## src/rtl/hazard_pkg.sv

```systemverilog
// hazard_pkg
//    Shared types and encodings for the RV32I pipeline hazard controller.
//    state_t  : memory-wait FSM states (RUN, MEM_WAIT, ERROR)
//    FWD_*    : EX operand forwarding select encodings
//    RES_LOAD : ResultSrc encoding that marks a load instruction
package hazard_pkg;

   typedef enum logic [1:0] {
      RUN      = 2'd0,
      MEM_WAIT = 2'd1,
      ERROR    = 2'd2
   } state_t;

   localparam logic [1:0] FWD_RF   = 2'b00;
   localparam logic [1:0] FWD_WB   = 2'b01;
   localparam logic [1:0] FWD_MEM  = 2'b10;

   localparam logic [1:0] RES_LOAD = 2'b01;

endpackage

```

## src/rtl/fwd_sel.sv

```systemverilog
// fwd_sel
//    Forwarding select for one EX operand. The M stage has priority over W
//    because it holds the younger result. Register x0 is never forwarded.
//    Ports:
//       Rs        in  5  execute-stage source register
//       RdM       in  5  memory-stage destination
//       RegWriteM in  1  M stage writes the register file
//       RdW       in  5  writeback-stage destination
//       RegWriteW in  1  W stage writes the register file
//       Fwd       out 2  operand select (FWD_RF / FWD_WB / FWD_MEM)
module fwd_sel
   import hazard_pkg::*;
(
   input  logic [4:0] Rs,
   input  logic [4:0] RdM,
   input  logic       RegWriteM,
   input  logic [4:0] RdW,
   input  logic       RegWriteW,
   output logic [1:0] Fwd
);

   always_comb begin
      Fwd = FWD_RF;
      if (RegWriteM && (RdM != 5'd0) && (RdM == Rs)) begin
         Fwd = FWD_MEM;
      end else if (RegWriteW && (RdW != 5'd0) && (RdW == Rs)) begin
         Fwd = FWD_WB;
      end
   end

endmodule

```

## src/rtl/hazard_ctrl.sv

```systemverilog
// hazard_ctrl
//    Central hazard controller for the 5-stage RV32I pipeline.
//    Produces EX forwarding selects, load-use stalls, taken-branch flushes
//    and a whole-pipeline freeze while data memory is busy, with a watchdog
//    that latches a sticky error. Saturating stall/flush event counters are
//    kept for performance debug.
//    Ports:
//       clk, reset                      clock / synchronous active-high reset
//       Rs1D, Rs2D                      decode-stage sources
//       Rs1E, Rs2E, RdE, LoadE, PCSrcE  execute-stage info
//       RdM, RegWriteM, MemReqM, MemReadyM  memory-stage info
//       RdW, RegWriteW                  writeback-stage info
//       StallF..StallW, FlushD, FlushE  pipeline register controls
//       ForwardAE, ForwardBE            EX operand selects
//       MemErr                          sticky memory timeout
//       StallCnt, FlushCnt              saturating event counters
module hazard_ctrl
   import hazard_pkg::*;
#(
   parameter int unsigned MEM_TIMEOUT = 16,
   parameter int unsigned CNT_W       = 32
)(
   input  logic             clk,
   input  logic             reset,
   input  logic [4:0]       Rs1D,
   input  logic [4:0]       Rs2D,
   input  logic [4:0]       Rs1E,
   input  logic [4:0]       Rs2E,
   input  logic [4:0]       RdE,
   input  logic             LoadE,
   input  logic             PCSrcE,
   input  logic [4:0]       RdM,
   input  logic             RegWriteM,
   input  logic             MemReqM,
   input  logic             MemReadyM,
   input  logic [4:0]       RdW,
   input  logic             RegWriteW,
   output logic             StallF,
   output logic             StallD,
   output logic             StallE,
   output logic             StallM,
   output logic             StallW,
   output logic             FlushD,
   output logic             FlushE,
   output logic [1:0]       ForwardAE,
   output logic [1:0]       ForwardBE,
   output logic             MemErr,
   output logic [CNT_W-1:0] StallCnt,
   output logic [CNT_W-1:0] FlushCnt
);

   // Wait counter only ever holds 0..MEM_TIMEOUT-1.
   localparam int unsigned     WAIT_W    = (MEM_TIMEOUT > 2) ? $clog2(MEM_TIMEOUT) : 1;
   localparam logic [WAIT_W-1:0] WAIT_LAST = WAIT_W'(MEM_TIMEOUT - 1);

   state_t            state;
   logic [WAIT_W-1:0] wait_cnt;
   logic              freeze;
   logic              lw_stall;
   logic [1:0]        fwd_a;
   logic [1:0]        fwd_b;

   fwd_sel u_fwd_a (
      .Rs        (Rs1E),
      .RdM       (RdM),
      .RegWriteM (RegWriteM),
      .RdW       (RdW),
      .RegWriteW (RegWriteW),
      .Fwd       (fwd_a)
   );

   fwd_sel u_fwd_b (
      .Rs        (Rs2E),
      .RdM       (RdM),
      .RegWriteM (RegWriteM),
      .RdW       (RdW),
      .RegWriteW (RegWriteW),
      .Fwd       (fwd_b)
   );

   always_comb begin
      lw_stall = LoadE && (RdE != 5'd0) && ((RdE == Rs1D) || (RdE == Rs2D));
   end

   // Freeze is raised combinationally in the very cycle the miss is seen,
   // and drops in the cycle MemReadyM arrives.
   always_comb begin
      freeze = ((state == RUN) && MemReqM && !MemReadyM) ||
               ((state == MEM_WAIT) && !MemReadyM) ||
               (state == ERROR);
   end

   always_comb begin
      StallF    = 1'b0;
      StallD    = 1'b0;
      StallE    = 1'b0;
      StallM    = 1'b0;
      StallW    = 1'b0;
      FlushD    = 1'b0;
      FlushE    = 1'b0;
      ForwardAE = fwd_a;
      ForwardBE = fwd_b;
      if (reset) begin
         FlushD    = 1'b1;
         FlushE    = 1'b1;
         ForwardAE = FWD_RF;
         ForwardBE = FWD_RF;
      end else if (freeze) begin
         // A branch or load-use sitting in E is held and handled after unfreeze.
         StallF = 1'b1;
         StallD = 1'b1;
         StallE = 1'b1;
         StallM = 1'b1;
         StallW = 1'b1;
      end else if (PCSrcE) begin
         FlushD = 1'b1;
         FlushE = 1'b1;
      end else if (lw_stall) begin
         StallF = 1'b1;
         StallD = 1'b1;
         FlushE = 1'b1;
      end
   end

   always_ff @(posedge clk) begin
      if (reset) begin
         state    <= RUN;
         wait_cnt <= '0;
         MemErr   <= 1'b0;
      end else begin
         unique case (state)
            RUN: begin
               if (MemReqM && !MemReadyM) begin
                  state    <= MEM_WAIT;
                  wait_cnt <= WAIT_W'(1);
               end
            end
            MEM_WAIT: begin
               if (MemReadyM) begin
                  state    <= RUN;
                  wait_cnt <= '0;
               end else if (wait_cnt == WAIT_LAST) begin
                  state  <= ERROR;
                  MemErr <= 1'b1;
               end else begin
                  wait_cnt <= wait_cnt + WAIT_W'(1);
               end
            end
            ERROR: begin
               MemErr <= 1'b1;
            end
            default: begin
               state    <= RUN;
               wait_cnt <= '0;
            end
         endcase
      end
   end

   always_ff @(posedge clk) begin
      if (reset) begin
         StallCnt <= '0;
         FlushCnt <= '0;
      end else begin
         if ((freeze || lw_stall) && (StallCnt != '1)) begin
            StallCnt <= StallCnt + CNT_W'(1);
         end
         if (PCSrcE && !freeze && (FlushCnt != '1)) begin
            FlushCnt <= FlushCnt + CNT_W'(1);
         end
      end
   end

endmodule

```

## config.mk

```make
export PLATFORM = sky130hd
export DESIGN_NAME = hazard_ctrl
export DESIGN_NICKNAME = d
export VERILOG_FILES = /design/src/rtl/hazard_pkg.sv /design/src/rtl/fwd_sel.sv /design/src/rtl/hazard_ctrl.sv
export SDC_FILE = /design/constraint.sdc
export NUM_CORES = 1
export LEC_CHECK = 0
export CAP_MARGIN = 0
export CORE_MARGIN = 5
export CORE_UTILIZATION = 43
export DETAILED_ROUTE_END_ITERATION = 6
export GPL_TIMING_DRIVEN = 0
export PLACE_DENSITY = 0.76
export REMOVE_ABC_BUFFERS = 1
export SLEW_MARGIN = 10
export SYNTH_ARGS = -nofsm -noshare
export SYNTH_HDL_FRONTEND = slang
export SYNTH_SLANG_ARGS = --single-unit
```

## constraint.sdc

```tcl
create_clock -name clk -period 2.8 [get_ports clk]
set_input_delay 0.7 -clock clk [delete_from_list [all_inputs] [get_ports clk]]
set_output_delay 0.7 -clock clk [all_outputs]
set_load 0.02 [all_outputs]
```

==> results.md, run 1 <==
* Top cells by area, synth: dfxtp_1 (35%), xnor2_1 (9.2%), or4_1 (5.7%)
* Cell Area, Synth at 4110 um^2
* Sequential share of the synthesized area at 34.6%
* Clk pwr share at 37.9%
* Relative slew margins at 48.6%
* Clock H-tree levels at 3
* Power density over the cells at 369 nW/um^2
* GRT Overall Usage at ~20%
* Crit Path Max Fanout at 3
* Main synth FF type: dfxtp_1
* Pint at about 1.5 mW
* WP buf/inv at 2
* Tmin final at 2.81 ns
* Worst hold path type: reg -> reg
* CP Cell Sequence: clkdlybuf4s50_1 -> xnor2_1 -> nand3_2 -> o22ai_4 -> a41o_1 -> buf_6
* Worst path required time at 2.10 ns
* Clk pin slew, worst setup/hold paths at around 0.090 ns
* ANT nets after route at 0
* CP peak stage delay at between 0.4 and 0.5 ns
* Period utilization at 100%
* Fill cells at 856
* CP Capture Type: output pin
* Core area at 9280 um^2
* Util after Layout at 61.2%
* Max VDD drop at between 200 and 250 uV
* P_sw at approximately 0.62 mW
* CTS tree: built
* Inserted Diodes at 0
* Worst Clk Skew at 0.0209 ns
* Slew Viols, Final at 0
* Insertion delay to the later sink of the worst-skew pair at 0.36 ns
* Final #Nets at 644
* Largest net degree at the start of global routing at 79
* Synthesized flop and latch total at between 70 and 80
* First-pass GRT wire length at around 19 mm
* Proportion of layout cells with a drive suffix above 1 at 16.4%
* Site Rows at 35
* Logic pwr share at a little over an eighth
* CP Launch Type: input pin
* Final hold vios at 0
* Post-synth EDFFs at 0
* Synth area leader: dfxtp_1
* Post-Layout Inst Area at 5680 um^2
* Setup WS post-layout at -0.00739 ns
* TritonRoute pass-1 iters at 4
* Worst Tran Pin Value at 0.771 ns
* Post-DR vias/cell at 5.61
* Number of synthesis warnings at 0
* Die extent in x at ~110 um
* Fmax at 0.356 GHz
* Vias in the first global route at 4050
* CTS Buf Count at 9
* DP Wirelength at 8.02 mm
* DRC Markers at 0
* RSZ-0062 raised after global routing: yes
* Routed vias at 4105
* Total power at 2.10 mW
* Final setup viols at 1
* Leakage Power at about 1.8 nW
* Post-Route WL at about 12 mm
* CP max-delay cell: clkdlybuf4s50_1
* WL/cell at 16.3 um
* Arr. time, crit path at ~2.1 ns
* Root buffer cell: clkbuf_8
* CP delay by family, top: buffers and inverters
* DP Area at approximately 5300 um^2
* Placer Congestion at roughly 0.81
* IO Port Bufs at roughly 120
* Distinct cells, synth at 58
* Initial antenna violation count at 0
* Sequential power share at 48.9%
* Number of DRC markers in iteration 0 at 156
* Sw Share at 29.4%
* Failing checks: setup timing
* TritonCTS sink count at 71
* I/O pins at 119
* Synth-to-layout area growth at 38.2%
* Critical path type: in -> out
* Status: complete, but fails checks
* Cells after Synth at 486
* Commonest cells in the netlist: dfxtp_1 (71), xnor2_1 (43), a21oi_1 (39), nor2_1 (38)
* Die area at 11600 um^2
* Initial Util at 44.3%
* Clock tree buffer depth at 2
* Die Y at around 110 um
* Grt total ovfl at 0
* Post-synth top area share at between 30% and 40%
* Synth Area per Inst at approximately 8.5 um^2
* Most common cell in the netlist: dfxtp_1
* Ys async rst share at 0%
* Max Cap Violations at 0
==> power by group through the flow <==
stage,Clock [mW],Combinational (mW),Sequential (mW)
floorplan,0,0.0995,1.05
global placement,0,0.236,1.05
detailed placement,0,0.239,1.05
CTS,0.810,0.258,1.03
global route,0.857,0.297,1.03
finish,0.795,0.278,1.03
==> routing by layer <==
layer | global-route usage (%) | vias to the layer above | routed length [um]
li1 | - | 2012 | -
met1 | 24.0 | 1992 | 5050
met2 | 34.8 | 88 | 6270
met3 | 4.56 | 13 | 455
met4 | 6.22 | 0 | 149
met5 | 0 | - | 0
==> worst reg2reg max path: stages, from the launching register on <==
cell and delay (ns):
dfxtp_1 0.45, nand4_1 0.20, nor4_2 0.49, and4_1 0.76
and3b_1 0.27, xnor2_1 0.12, nor2_1 0.05
==> state kept, by name, summed over array words and instances, names as in the netlist <==
register  count
StallCnt     32
state         2
MemErr        1
wait_cnt      4
FlushCnt     32
==> what timing repair did <==
item,CTS,global route
hold buffers,0,0
pin swaps,12,9
cloned,2,0
buffers inserted,4,4
resized for setup,117,24
endpoints found under the setup margin,43,10
==> logic make-up after synthesis <==
logic type / Yosys count / share of synthesized area (%)
xor gates and xnor gates: 58 / 12.4
buffers and inverters: 38 / 5.05
AOI/OAI and AO/OA: 88 / 13.4
muxes: 4 / 1.06
and+or+nand+nor: 224 / 32.6
adders and majority gates: 3 / 0.913
DFF: 71 / 34.6
==> layout make-up <==
type                       count  area [um^2]  area share [%]
timing repair buffer         127         1240            21.8
clock buffer                   9          124            2.18
multi-input combinational    379         2640            46.4
tap                          129          161            2.84
inverter                      10         37.5           0.661
sequential                    71         1420            25.0
clock inverter                 7         61.3            1.08
==> cell usage in the layout, fill, tap and decap left out, drive strengths merged, types with 21 or more instances in the layout <==
cell type      Yosys  routed
a21oi             40      42
buf               16      21
clkdlybuf4s50      0      81
dfxtp             71      71
nand2             32      32
nand3             29      29
nor2              41      41
o31ai             24      24
or4               32      32
xnor2             43      43
==> per-stage QoR <==
stage	worst slack (ns)	hold WS (ns)	setup TNS, ns	std cells
4_1_cts	0.00164	0.456	0	728
6_report	-0.00739	0.450	-0.00739	732
3_3_place_gp	-2.67	0.439	-74.22	705
2_1_floorplan	-0.419	0.443	-1.31	458
3_5_place_dp	-1.61	0.444	-29.98	706
5_1_grt	-0.0723	0.480	-0.205	732
==> worst paths after layout <==
| kind | startpoint | slack (ns) | depth (start not counted) | endpoint |
|---|---|---|---|---|
| worst min register to register | MemErr | 0.45 | 2 | MemErr |
| worst max-delay path | Rs1D[4] | -0.007 | 6 | FlushE |
| worst max register to register | FlushCnt[20] | 0.33 | 6 | FlushCnt[2] |
| worst min-delay path | MemErr | 0.45 | 2 | MemErr |
Note: power is estimated with default switching activity, not from simulation.
==> inputs of run 2 (changes only) <==
CELL_PAD_IN_SITES_DETAIL_PLACEMENT = 1   (was unset)
CELL_PAD_IN_SITES_GLOBAL_PLACEMENT = 1   (was unset)
CORE_UTILIZATION = 32   (was 43)
PLACE_DENSITY = 0.78   (was 0.76)
==> results.md, run 2 (synthesized netlist as in run 1, its figures left out) <==
* Tmin final at 2.76 ns (was 2.81 ns)
* CTS Buf Count at 9 (unchanged)
* Placed cells at 749 (was 706)
* Worst R2R Path Depth at 6 (unchanged)
* Worst hold path type: reg -> reg (unchanged)
* WL/cell at 17.6 um (was 16.3 um)
* Status: completed (was complete, but fails checks)
* Largest registers: FlushCnt: 32 flops, StallCnt: 32 flops, wait_cnt: 4 flops (unchanged)
* DP Area at 5360 um^2 (was 5300 um^2)
* Worst Hold Slack at 0.446 ns (was 0.450 ns)
* Clock H-tree levels at 3 (unchanged)
* Inserted Diodes at 0 (unchanged)
* Instance count on the critical path at 6 (unchanged)
* ANT nets after route at 0 (unchanged)
* Fin Setup TNS at 0 ns (was -0.00739 ns)
* Total power at 2.53 mW (was 2.10 mW)
* Proportion of layout cells with a drive suffix above 1 at 16.2% (was 16.4%)
* DRC Markers at 0 (unchanged)
* Clk pin slew, worst setup/hold paths at 0.06 ns (was 0.09 ns)
* Clock tree buffer depth at 2 (unchanged)
* Period utilization at 98.5% (was 100%)
* Met2 Track Usage GR at 33.9% (was 34.8%)
* GRT met1 Usage at 20.9% (was 24.0%)
* CP peak stage delay at 0.54 ns (was 0.42 ns)
* Max Cap Violations at 0 (unchanged)
* Setup WS post-layout at 0.0415 ns (was -0.00739 ns)
* Worst Hold Depth at 2 (unchanged)
* RSZ-0062 raised after global routing: yes (unchanged)
* TritonRoute pass-1 iters at 4 (unchanged)
* Power density over the cells at 430 nW/um^2 (was 369 nW/um^2)
* Die area at 15200 um^2 (was 11600 um^2)
* Commonest non-fill, non-tap cells in the layout: clkdlybuf4s50_1 (81), dfxtp_1 (71), xnor2_1 (42), a21oi_1 (38), nor2_1 (37) (was clkdlybuf4s50_1 (81), dfxtp_1 (70), xnor2_1 (41), a21oi_1 (39), nor2_1 (37))
* Worst Clk Skew at 0.00899 ns (was 0.0209 ns)
* Vias in the first global route at 4500 (was 4050)
* Largest net degree at the start of global routing at 40 (was 79)
* Placer Congestion at 0.809 (was 0.814)
* CP Cell Sequence: clkdlybuf4s15_2 -> or4_4 -> o21ai_2 -> inv_2 -> a41o_1 -> buf_6 (was clkdlybuf4s50_1 -> xnor2_1 -> nand3_2 -> o22ai_4 -> a41o_1 -> buf_6)
* Fmax at 0.363 GHz (was 0.356 GHz)
* CTS tree: built (unchanged)
* I/O pins at 119 (unchanged)
* Core area at 12600 um^2 (was 9280 um^2)
* Worst path required time at 2.10 ns (about the same)
* Initial Util at 32.6% (was 44.3%)
* Max VDD drop at 339 uV (was 241 uV)
* TritonCTS sink count at 71 (unchanged)
* IO Port Bufs at 118 (unchanged)
* Util after Layout at 46.6% (was 61.2%)
* Final hold vios at 0 (unchanged)
* Final setup viols at 0 (was 1)
* CP Launch Type: input pin (unchanged)
* Most common cell after layout, fill and taps aside: clkdlybuf4s50_1 (unchanged)
* Arr. time, crit path at 2.06 ns (was 2.11 ns)
* Initial antenna violation count at 0 (unchanged)
* CP max-delay cell: or4_4 (was clkdlybuf4s50_1)
* Leakage Power at 1.89 nW (was 1.80 nW)
* Most Crowded Layer GR: met2 (unchanged)
* Slew Viols, Final at 0 (unchanged)
* Critical path type: in -> out (unchanged)
* Routed vias at 4171 (was 4105)
* HP Start: MemErr (unchanged)
* Post-Route WL at 13.7 mm (was 11.9 mm)
* Die Y at 123 um (was 108 um)
* Crit Path Max Fanout at 3 (unchanged)
* Post-Layout Inst Area at 5890 um^2 (was 5680 um^2)
* Insertion delay to the later sink of the worst-skew pair at 0.33 ns (was 0.36 ns)
* GRT Overall Usage at 18.2% (was 19.9%)
* Critical path startpoint: RdE[4] (was Rs1D[4])
* Die extent in x at 123 um (was 108 um)
* Synth-to-layout area growth at 43.1% (was 38.2%)
* Relative slew margins at 46.6% (was 48.6%)
* Layout Cells excl Fill at 777 (was 732)
* DP Wirelength at 9.21 mm (was 8.02 mm)
* Met3 usage at 3.48% (was 4.56%)
* Root buffer cell: clkbuf_16 (was clkbuf_8)
* Place WS at -1.73 ns (was -1.61 ns)
* Final #Nets at 646 (was 644)
* Site Rows at 41 (was 35)
* WP buf/inv at 3 (was 2)
* Worst Tran Pin Value at 0.800 ns (was 0.771 ns)
* Grt total ovfl at 0 (unchanged)
* Number of DRC markers in iteration 0 at 198 (was 156)
* Reg2Reg Launch Point: StallCnt[0] (was FlushCnt[20])
* Post-DR vias/cell at 5.37 (was 5.61)
* CP delay by family, top: simple AND/OR/NAND/NOR gates (was buffers and inverters)
* First-pass GRT wire length at 22.3 mm (was 19.0 mm)
* CP Capture Type: output pin (unchanged)
run 2: cell types whose count changed in the layout (fill, tap and decap cells not counted), sizes merged, moves of 2 or more:
| cell | delta |
|---|---|
| clkdlybuf4s15 | -7 |
| bufinv | +2 |
| clkinvlp | -2 |
| dlygate4sd2 | +4 |
| buf | +5 |
| inv | -4 |
| clkbuf | +3 |
run 2: worst min-delay path, cell delays in order, from the launching register on:
cell	delay (ns)
dfxtp_1	0.31
inv_1	0.05
a21oi_1	0.05
run 2: metal layers:
layer / up-vias / part of all wire (%)
met5: - / 0
met4: 0 / 1.8
met3: 17 / 3.3
met2: 81 / 53
met1: 2051 / 42
li1: 2022 / -
run 2: area by class of cell:
cell class	instances	area, um^2
Inverter	10	37.5
Tap cell	172	215
Sequential cell	71	1420
Clock inverter	4	70.1
Fill cell	1499	6730
Clock buffer	12	236
Multi-Input combinational cell	379	2650
Timing Repair Buffer	129	1260
run 2: power by group:
group,switching (mW),internal [mW],total (mW)
clock network,0.433,0.778,1.21
logic,0.157,0.133,0.290
registers,0.00950,1.02,1.03
total,0.599,1.93,2.53
run 2: path summary, 6_finish.rpt:
path,end,slack (ns)
min,MemErr,0.45
max,FlushE,0.04
max reg2reg,StallCnt[17],0.28
min reg2reg,MemErr,0.45
run 2: repair_timing:
item	4_1_cts	5_1_grt
cloned	3	0
hold buffers	0	0
resized for setup	116	32
setup endpoints to repair	43	11
pin swaps	14	7
buffers inserted	9	0
==> inputs of run 3 (changes only) <==
CAP_MARGIN = 30   (was 0)
CTS_CLUSTER_DIAMETER = 50   (was unset)
==> results.md, run 3 (synthesized netlist as in run 1, its figures left out) <==
* Synth-to-layout area growth at 43.4% (was 43.1%)
* Worst Clk Skew at 0.00679 ns (was 0.00899 ns)
* Place WS at -1.27 ns (was -1.73 ns)
* Largest net degree at the start of global routing at 40 (unchanged)
* Site Rows at 41 (unchanged)
* CP Capture Type: output pin (unchanged)
* Vias in the first global route at 4439 (was 4500)
* Die area at 15200 um^2 (unchanged)
* Leakage Power at 1.89 nW (about the same)
* GRT Overall Usage at 17.9% (was 18.2%)
* Status: complete, but fails checks (was completed)
* Initial Util at 32.6% (unchanged)
* Relative slew margins at 54.0% (was 46.6%)
* # hold bufs at CTS at 0 (unchanged)
* Core area at 12600 um^2 (unchanged)
* Root buffer cell: clkbuf_16 (unchanged)
* Placer Congestion at 0.809 (unchanged)
* Tmin final at 2.82 ns (was 2.76 ns)
* Arr. time, crit path at 2.12 ns (was 2.06 ns)
* Critical path startpoint: RdM[2] (was RdE[4])
* Total power at 2.46 mW (was 2.53 mW)
* Commonest non-fill, non-tap cells in the layout: clkdlybuf4s50_1 (81), dfxtp_1 (71), xnor2_1 (41), a21oi_1 (38), nor2_1 (37) (was clkdlybuf4s50_1 (81), dfxtp_1 (71), xnor2_1 (42), a21oi_1 (38), nor2_1 (37))
* Period utilization at 101% (was 98.5%)
* Placed cells at 750 (was 749)
* Routed vias at 4122 (was 4171)
* Die Y at 123 um (unchanged)
* Inserted Diodes at 0 (unchanged)
* Die extent in x at 123 um (unchanged)
* Max Cap Violations at 0 (unchanged)
* Final hold vios at 0 (unchanged)
* Worst hold path type: reg -> reg (unchanged)
* WL/cell at 17.3 um (was 17.6 um)
* Largest registers: FlushCnt: 32 flops, StallCnt: 32 flops, wait_cnt: 4 flops (unchanged)
* Fill cells at 1493 (was 1499)
* Initial antenna violation count at 0 (unchanged)
* TritonCTS sink count at 71 (unchanged)
* Setup WS post-layout at -0.0186 ns (was 0.0415 ns)
* Worst path required time at 2.10 ns (about the same)
* CTS Buf Count at 9 (unchanged)
* Clk pin slew, worst setup/hold paths at 0.06 ns (about the same)
* Power density over the cells at 417 nW/um^2 (was 430 nW/um^2)
* Fmax at 0.355 GHz (was 0.363 GHz)
* Fin Setup TNS at -0.0186 ns (was 0 ns)
* DRC Markers at 0 (unchanged)
* DP Wirelength at 9.19 mm (was 9.21 mm)
* Clock tree buffer depth at 2 (unchanged)
* TritonRoute pass-1 iters at 4 (unchanged)
* Crit Path Max Fanout at 3 (unchanged)
* Final #Nets at 646 (unchanged)
* Proportion of layout cells with a drive suffix above 1 at 16.7% (was 16.2%)
* Number of DRC markers in iteration 0 at 209 (was 198)
* Clock H-tree levels at 3 (unchanged)
* CTS tree: built (unchanged)
* Most common cell after layout, fill and taps aside: clkdlybuf4s50_1 (unchanged)
* Max VDD drop at 226 uV (was 339 uV)
* Failing checks: setup timing
* DP Area at 5380 um^2 (was 5360 um^2)
* Worst Tran Pin Value at 0.690 ns (was 0.800 ns)
* Post-Route WL at 13.4 mm (was 13.7 mm)
* Post-Layout Inst Area at 5900 um^2 (was 5890 um^2)
* Slew Viols, Final at 0 (unchanged)
* Reg2Reg Launch Point: StallCnt[0] (unchanged)
* I/O pins at 119 (unchanged)
* HP Start: MemErr (unchanged)
* Final setup viols at 1 (was 0)
* Layout Cells excl Fill at 775 (was 777)
* Insertion delay to the later sink of the worst-skew pair at 0.33 ns (about the same)
* Post-DR vias/cell at 5.32 (was 5.37)
* Critical path type: in -> out (unchanged)
* CP Launch Type: input pin (unchanged)
* RSZ-0062 raised after global routing: yes (unchanged)
* First-pass GRT wire length at 22.0 mm (was 22.3 mm)
* Grt total ovfl at 0 (unchanged)
* ANT nets after route at 0 (unchanged)
* IO Port Bufs at 118 (unchanged)
-- run 3: critical path: stages --
cell,delay (ns)
buf_8,0.10
or4_4,0.54
o21ai_4,0.17
buf_6,0.12
nor3_4,0.03
nor4_4,0.27
buf_4,0.18
-- run 3: path summary, 6_finish.rpt --
path	endpoint	slack (ns)	cells after the start
min	MemErr	0.45	2
max	ForwardAE[0]	-0.02	7
max reg2reg	StallCnt[17]	0.32	6
min reg2reg	MemErr	0.45	2
-- run 3: final cells by class --
cell class	count	area, um^2	area share [%]
inverters	10	37.5	0.637
well taps	172	215	3.65
repair buffers	130	1310	22.2
clock inverters	4	47.5	0.806
clock buffers	10	239	4.05
flip-flops and latches	71	1420	24.1
multi-input cells	378	2630	44.6
-- run 3: power breakdown --
group / internal (mW) / total [mW] / leakage (nW) / switching [mW]
sequential: 1.02 / 1.03 / 0.573 / 0.00949
clock: 0.701 / 1.13 / 0.140 / 0.433
combinational: 0.141 / 0.298 / 1.18 / 0.157
total: 1.86 / 2.46 / 1.89 / 0.600
-- run 3: what timing repair did --
| item | CTS | global route |
|---|---|---|
| gates cloned | 2 | 0 |
| setup buffers | 6 | 3 |
| gates resized for setup | 121 | 25 |
| pin swaps | 12 | 12 |
| setup endpoints to repair | 30 | 8 |
-- run 3: stage by stage --
| step | hold WS (ns) | util, % |
|---|---|---|
| 3_5_place_dp | 0.447 | 42.7 |
| 3_3_place_gp | 0.441 | 42.3 |
| 2_1_floorplan | 0.443 | - |
| 6_report | 0.447 | 46.7 |
| 5_1_grt | 0.487 | 46.7 |
| 4_1_cts | 0.456 | 46.1 |
-- run 3: routing by layer --
layer	part of all wire, %	track usage, %
met2	52	32.8
met1	43	21.2
met4	1.2	4.98
met3	3.0	3.43
met5	0	0
